==> config.mk <==
export PLATFORM = sky130hd
export DESIGN_NAME = move_key_decoder
export DESIGN_NICKNAME = d
export VERILOG_FILES = /design/src/rtl/move_key_decoder.sv
export SDC_FILE = /design/constraint.sdc
export NUM_CORES = 1
export LEC_CHECK = 0
export CAP_MARGIN = 20
export CORE_UTILIZATION = 51
export DETAILED_ROUTE_END_ITERATION = 16
export PLACE_DENSITY = 0.79
export SETUP_SLACK_MARGIN = 0.3
export SLEW_MARGIN = 25
export SYNTH_ARGS = -nofsm -noshare
export SYNTH_HDL_FRONTEND = slang
export SYNTH_SLANG_ARGS = --single-unit
==> constraint.sdc <==
create_clock -name clock -period 2.95 [get_ports clock]
set_clock_uncertainty 0.05 [all_clocks]
set_input_delay 0.885 -clock clock [delete_from_list [all_inputs] [get_ports clock]]
set_output_delay 0.885 -clock clock [all_outputs]
set_load 0.01 [all_outputs]
==> src/rtl/move_key_decoder.sv <==
// PS/2 scancode decoder turning arrow/WASD make codes into one-hot moves,
// buffered in a two-entry queue (output slot plus pending slot) with overflow counting.
module move_key_decoder #(
  parameter logic REPEAT_FILTER = 1'b1
) (
  input  logic       clock,
  input  logic       reset,
  input  logic       received_data_en,
  input  logic [7:0] received_data,
  input  logic       enable,
  input  logic       move_ack,
  output logic       move_valid,
  output logic       moveUp,
  output logic       moveDown,
  output logic       moveLeft,
  output logic       moveRight,
  output logic [3:0] held,
  output logic [7:0] drop_count
);

  typedef enum logic [1:0] {
    IDLE    = 2'd0,
    EXT     = 2'd1,
    BRK     = 2'd2,
    EXT_BRK = 2'd3
  } parseState_t;

  parseState_t state, stateNext;

  logic       makeHit;
  logic       breakHit;
  logic [3:0] byteDir;
  logic [3:0] plainDir;
  logic [3:0] extDir;
  logic [3:0] heldNext;
  logic       newMove;
  logic       push;
  logic       ackSeen;

  logic       outValid;
  logic [3:0] outDir;
  logic       pendValid;
  logic [3:0] pendDir;

  // Direction vectors are {up,down,left,right}, matching the held bit order.
  function automatic logic [3:0] decodePlain(input logic [7:0] code);
    case (code)
      8'h1D:   decodePlain = 4'b1000;
      8'h1B:   decodePlain = 4'b0100;
      8'h1C:   decodePlain = 4'b0010;
      8'h23:   decodePlain = 4'b0001;
      default: decodePlain = 4'b0000;
    endcase
  endfunction

  function automatic logic [3:0] decodeExt(input logic [7:0] code);
    case (code)
      8'h75:   decodeExt = 4'b1000;
      8'h72:   decodeExt = 4'b0100;
      8'h6B:   decodeExt = 4'b0010;
      8'h74:   decodeExt = 4'b0001;
      default: decodeExt = 4'b0000;
    endcase
  endfunction

  assign plainDir = decodePlain(received_data);
  assign extDir   = decodeExt(received_data);

  always_ff @(posedge clock or posedge reset) begin
    if (reset) begin
      state <= IDLE;
      held  <= 4'b0000;
    end else begin
      state <= stateNext;
      held  <= heldNext;
    end
  end

  always_comb begin
    stateNext = state;
    makeHit   = 1'b0;
    breakHit  = 1'b0;
    byteDir   = 4'b0000;
    if (received_data_en) begin
      case (state)
        IDLE: begin
          if (received_data == 8'hE0) begin
            stateNext = EXT;
          end else if (received_data == 8'hF0) begin
            stateNext = BRK;
          end else begin
            makeHit = 1'b1;
            byteDir = plainDir;
          end
        end
        EXT: begin
          if (received_data == 8'hF0) begin
            stateNext = EXT_BRK;
          end else if (received_data != 8'hE0) begin
            makeHit   = 1'b1;
            byteDir   = extDir;
            stateNext = IDLE;
          end
        end
        BRK: begin
          breakHit  = 1'b1;
          byteDir   = plainDir;
          stateNext = IDLE;
        end
        EXT_BRK: begin
          breakHit  = 1'b1;
          byteDir   = extDir;
          stateNext = IDLE;
        end
        default: stateNext = IDLE;
      endcase
    end
  end

  // A held direction suppresses typematic repeats only when filtering is on.
  always_comb begin
    heldNext = held;
    if (makeHit)  heldNext = held | byteDir;
    if (breakHit) heldNext = held & ~byteDir;
    newMove = makeHit && (byteDir != 4'b0000) &&
              (!REPEAT_FILTER || ((held & byteDir) == 4'b0000));
    push    = newMove && enable;
    ackSeen = move_ack && outValid;
  end

  always_ff @(posedge clock or posedge reset) begin
    if (reset) begin
      outValid   <= 1'b0;
      outDir     <= 4'b0000;
      pendValid  <= 1'b0;
      pendDir    <= 4'b0000;
      drop_count <= 8'h00;
    end else if (ackSeen) begin
      if (pendValid) begin
        outDir <= pendDir;
        if (push) begin
          pendDir <= byteDir;
        end else begin
          pendValid <= 1'b0;
          pendDir   <= 4'b0000;
        end
      end else if (push) begin
        outDir <= byteDir;
      end else begin
        outValid <= 1'b0;
        outDir   <= 4'b0000;
      end
    end else if (push) begin
      if (!outValid) begin
        outValid <= 1'b1;
        outDir   <= byteDir;
      end else if (!pendValid) begin
        pendValid <= 1'b1;
        pendDir   <= byteDir;
      end else if (drop_count != 8'hFF) begin
        drop_count <= drop_count + 8'd1;
      end
    end
  end

  assign move_valid = outValid;
  assign moveUp     = outValid & outDir[3];
  assign moveDown   = outValid & outDir[2];
  assign moveLeft   = outValid & outDir[1];
  assign moveRight  = outValid & outDir[0];

endmodule

==> flow_summary.yaml, run 1 <==
status:
  status: "completed"
timing:
  tns_ps: 0
  rsz0062_at_grt: "yes"
  tightest_slew_ps: 384
  fin_ws_ps: 282
  post-route-period-util_pct: 90.4
  hold_violations: 0
  slew_headroom_pct: 74.3
  maxSlewViolCount: 0
  max_freq_mhz: 375
  setup_violations: 0
  fin_crit_ps: 2670
clocking:
  insertion_delay_ps: 310
  clock_sinks: 24
  clkTransAtPathRegs_ps: 130
  clock-root-buffer: "clkbuf_4"
  cts_made_buffers: 3
  ctsHoldBuffers: 0
  cts_max_path_buffers: 2
  h-tree-depth: 1
  cts_tree: "done"
setup_path:
  reg2reg_depth: 8
  timing.reg2reg.setup_slack_ps: 620
  reg2reg_to: "drop_count[6]"
  startpoint_type: "primary input"
  crit_type: "in2reg"
  timing.rr.start: "state[0]"
  path_max_fanout: 5
  cp.arrival_ps: 2840
  crit_required_ps: 3120
  end_kind: "flop"
synth:
  synthArstFlopShare_pct: 100
  synth_commonest_cells: "dfrtp_1, nor2_1, nand2_1, nand3_1"
  synth_cells: 154
  yosysTopAreaCell: "dfrtp_1"
  ys_types: 54
  syn_area_um2: 1510
  syn-num-nets: 169
  ys_ff_latch: 24
  synth_edf_count: 0
  synth_area_leaders: "dfrtp_1, nand3_1, xnor2_1, nor2_1, nand2_1"
  synth_area_per_cell_um2: 9.82
  yosys.cell_count.top_type: "dfrtp_1"
  synth_ff_type: "dfrtp_1"
  ys_seq_area_share_pct: 39.7
  ys_warn_count: 0
  yosys.area.top_type_share_pct: 39.7
global_route:
  grt.met1_usage_pct: 32.2
  grt_pass1_wl_um: 7030
  grt_busiest_layer: "met2"
  met3_usage_pct: 4.61
  gr-total-overflow: 0
  grt_pass1_vias: 1563
  use_met2_pct: 50.3
  grt_use_total_pct: 28.7
  antenna_found_initial: 0
  grt_max_degree: 25
cells_and_area:
  layout-drive-gt1-share_pct: 31.6
  n_antenna_cell: 0
  finalNetCount: 229
  syn2layout_area_growth_pct: 40.8
  final_util_pct: 76.6
placement:
  dp_slack_ps: -402
  port_buffers: 29
  place.gp.congestion: 0.870
  place_hpwl_um: 3140
floorplanning:
  start_util_pct: 54.4
  rows: 19
  dieArea_um2: 3190
  die_w_um: 56.5
  io_pins: 30
  die_h_um: 56.5
  core_um2: 2780
hold_path:
  worstHoldStart: "pendDir[3]"
  hold_path.class: "reg2reg"
  hold_path_end: "pendDir[3]"
  min_path_cells: 1
power:
  cellPowerDensity_nw_per_um2: 272
  peakVddDrop_uv: 242
  leakage_nw: 0.924
detailed_routing:
  detail_route.wl_per_cell_um: 17.7
  routed_wirelength_um: 4290
  drt_iter0_drc: 59
  drtAntennaViolNets: 0
  dr.pass1.iters: 4
  drc_errors: 0
  via_per_inst: 6.12
  via_count: 1488
job:
  cap_violations: 0
worst max-delay path by stage:
| stage | from | end | cells past startpoint | slack [ps] |
|---|---|---|---|---|
| global route | received_data[4] | drop_count[6] | 9 | 260 |
| floorplan | received_data[2] | drop_count[1] | 7 | 150 |
| finish | received_data[4] | drop_count[6] | 9 | 280 |
| global placement | received_data[2] | drop_count[7] | 8 | -280 |
| detailed placement | received_data[1] | drop_count[6] | 9 | -400 |
| CTS | received_data[4] | drop_count[7] | 8 | 230 |
per-layer routing:
metal	part of all wire, %	vias up
met5	0	-
met3	4.0	16
met1	39	719
li1	-	687
met4	3.1	0
met2	54	66
metrics by stage:
step	power, mW	area [um^2]	hold slack (ps)	instances
6_report	0.579	2130	456	243
4_1_cts	0.577	2120	456	243
3_3_place_gp	0.434	2030	426	236
5_1_grt	0.596	2130	466	243
3_5_place_dp	0.438	2030	426	236
2_1_floorplan	0.380	1520	406	154
kinds of logic (layout without fill, tap and decap cells):
kind of cell	Yosys count	in the layout	synth area share, %
XOR/XNOR	6	6	3.47
flip-flops	24	24	39.7
buffers and inverters	12	70	3.56
AND/OR/NAND/NOR	67	67	28.6
multiplexers	6	6	4.47
AO/OA/AOI/OAI	37	37	18.5
adder cells (fa/ha/maj)	2	2	1.65
power breakdown:
| part | internal (mW) | switching [mW] |
|---|---|---|
| clock | 0.0478 | 0.0956 |
| combinational | 0.0482 | 0.0438 |
| sequential | 0.336 | 0.00797 |
critical path, stage by stage:
cell and delay (ps):
buf_6 90, or4b_4 560, nor4b_4 280, o21ai_2 120, a31oi_4 190, and3_4 260
buf_6 130, nand4_1 150, xnor2_1 170
final cells by class:
class	instances	area, um^2
Fill cell	197	652
Tap cell	31	38.8
Timing Repair Buffer	60	529
Sequential cell	24	601
Inverter	7	26.3
Multi-Input combinational cell	118	912
Clock buffer	3	22.5
cells in the final DEF (no fill, tap or decap), drive strengths merged, types with 2 or more instances in the layout:
cell / n
dfrtp: 24
nor2: 12
ha: 2
a21oi: 3
mux2i: 3
and3: 5
mux2: 3
o2bb2ai: 3
nor3: 3
buf: 35
o22a: 2
inv: 7
and4bb: 2
clkdlybuf4s50: 21
clkbuf: 3
xnor2: 5
nor2b: 2
dlygate4sd2: 4
and4b: 2
nand2: 10
and2: 5
nand4: 6
nand3: 11
o21ai: 14
a31oi: 6
nor4b: 2
repair_timing:
item / in CTS / in global routing
endpoints found under the hold margin: 0 / 0
setup buffers: 4 / 0
gates resized for setup: 34 / 3
endpoints found under the setup margin: 18 / 15
pin swaps: 12 / 5
Power figures use the tool's default switching activity.
==> run 2, diff against run 1 <==
Settings changed: CTS_CLUSTER_SIZE set to 24, SKIP_LAST_GASP set to 1.
==> results of run 2 <==
Same layout as run 1: the final DEF is identical, and so are final timing and power.
==> run 3, diff against run 2 <==
Settings changed: CTS_CLUSTER_SIZE 24 to 30, PLACE_DENSITY 0.79 to 0.77.
==> run 3 against run 2 <==
Cell count shrank 0.41%. Via count down 0.34%. Fmax fell by 1.3%. Clock power up 22%. Total power grew 4.3%. Final area rose by 0.12%. Worst setup slack worse by 36 ps. Critical path depth is 1 higher. Sequential cell count unchanged. Die area is the same. Combinational power decreased by 6.7%. Critical endpoint is now pendDir[3].
==> flow_summary.yaml, run 3 (same netlist as run 1, synthesis figures left out) <==
timing:
  max_freq_mhz: 370
  slew_headroom_pct: 78.1
  setup_violations: 0
  rsz0062_at_grt: "yes"
  tightest_slew_ps: 328
  maxSlewViolCount: 0
  fin_ws_ps: 246
  post-route-period-util_pct: 91.7
  hold_ws_ps: 447
  hold_violations: 0
  fin_crit_ps: 2700
global_route:
  antenna_found_initial: 0
  use_met2_pct: 44.7
  grt.met1_usage_pct: 35.1
  grt_busiest_layer: "met2"
  gr-total-overflow: 0
  grt_pass1_vias: 1441
  grt_pass1_wl_um: 6720
  grt_use_total_pct: 26.5
  grt_max_degree: 25
  met3_usage_pct: 5.30
detailed_routing:
  detail_route.wl_per_cell_um: 16.9
  routed_wirelength_um: 4100
  drtAntennaViolNets: 0
  via_per_inst: 6.13
  dr.pass1.iters: 4
  drc_errors: 0
  drt_iter0_drc: 82
  via_count: 1483
cells_and_area:
  fill_cells: 215
  syn2layout_area_growth_pct: 40.9
  final_common_cell: "buf_4"
  layout-drive-gt1-share_pct: 30.8
  final_util_pct: 76.7
  fin_area_um2: 2130
  n_antenna_cell: 0
  final_cell_mix: "buf_4, dfrtp_1, clkdlybuf4s50_1, nor2_1"
  finalNetCount: 227
power:
  power_uw: 604
  leakage_nw: 0.928
  cellPowerDensity_nw_per_um2: 283
  peakVddDrop_uv: 232
setup_path:
  cp.arrival_ps: 2890
  cp_top_family: "simple AND/OR/NAND/NOR gates"
  reg2reg_depth: 8
  crit_type: "in2reg"
  cp_slowest_stage_delay_ps: 550
  path_max_fanout: 6
  end_kind: "flop"
  crit_required_ps: 3140
  worst-path-buf-inv: 3
  slowest_stage: "or4b_4"
  crit_cells: 10
  startpoint_type: "primary input"
  path_cells: "buf_6 -> or4b_4 -> nor4b_4 -> buf_4 -> o211a_1 -> a31oi_4 -> and3_4 -> buf_12 -> o21ai_4 -> o2bb2ai_1"
placement:
  place_hpwl_um: 2930
  dpl-instance-area_um2: 2030
  port_buffers: 29
  place.gp.congestion: 0.942
  dp_slack_ps: -368
floorplanning:
  rows: 19
  start_util_pct: 54.4
  dieArea_um2: 3190
  die_w_um: 56.5
  die_h_um: 56.5
  core_um2: 2780
  io_pins: 30
clocking:
  cts_tree: "done"
  ctsHoldBuffers: 0
  clock-root-buffer: "clkbuf_4"
  clock_sinks: 24
  clkTransAtPathRegs_ps: 130
  h-tree-depth: 1
  insertion_delay_ps: 310
  cts_made_buffers: 3
  cts_max_path_buffers: 2
hold_path:
  hold_path.class: "reg2reg"
  min_path_cells: 1
status:
  status: "completed"
job:
  cap_violations: 0
[run 3: cell count changes in the layout (fill, tap and decap cells not counted), moves of 2 or more]
cell,change
o21ai_1,+2
o21ai_2,-2
o2bb2ai_1,-2
buf_6,-3
o2bb2ai_2,+2
[run 3: per-layer routing]
layer	vias to the layer above	share of wire (%)
met3	8	6.6
met1	720	43
li1	686	-
met2	69	49
met5	-	0
met4	0	1.3
[run 3: final timing paths]
kind	from	to	slack, ps
setup / recovery	received_data[4]	pendDir[3]	250
hold / removal	drop_count[6]	drop_count[6]	450
setup reg to reg	state[0]	pendDir[3]	650
hold reg to reg	drop_count[6]	drop_count[6]	450
max in group asynchronous	reset	state[0]	1770
min in group asynchronous	reset	asynchronous set/reset pin	840
[run 3: layout make-up]
class                   instances  area (um^2)  area share, %
well taps                      31         38.8           1.82
clock buffers                   4         36.3           1.70
repair buffers                 58          515           24.2
flip-flops and latches         24          601           28.2
multi-input cells             118          915           42.9
inverters                       7         26.3           1.23
[run 3: timing repair]
item / CTS / global route
pin swaps: 10 / 7
endpoints found under the setup margin: 18 / 16
cloned: 0 / 0
resized for setup: 25 / 7
endpoints found under the hold margin: 0 / 0
buffers inserted: 4 / 0
[run 3: worst reg2reg max path, cell delays in order (launching register included)]
cell and delay, ps:
dfrtp_1 520, nor4_1 370, and2_2 210, o21ai_1 130, a31oi_4 240, and3_4 250
buf_4 130, nand2_1 110, o2bb2ai_1 220
[run 3: per-stage QoR]
stage / TNS [ps] / cells
2_1_floorplan: 0 / 154
3_3_place_gp: -4210 / 234
3_5_place_dp: -5110 / 234
4_1_cts: 0 / 242
5_1_grt: 0 / 242
6_report: 0 / 242
[run 3: report_power, final]
part           internal [mW]  total [mW]  leakage, nW  switching, mW
sequential             0.336       0.344        0.333        0.00798
combinational         0.0447      0.0858        0.574         0.0411
clock                 0.0754       0.174       0.0210         0.0988
total                  0.456       0.604        0.928          0.148
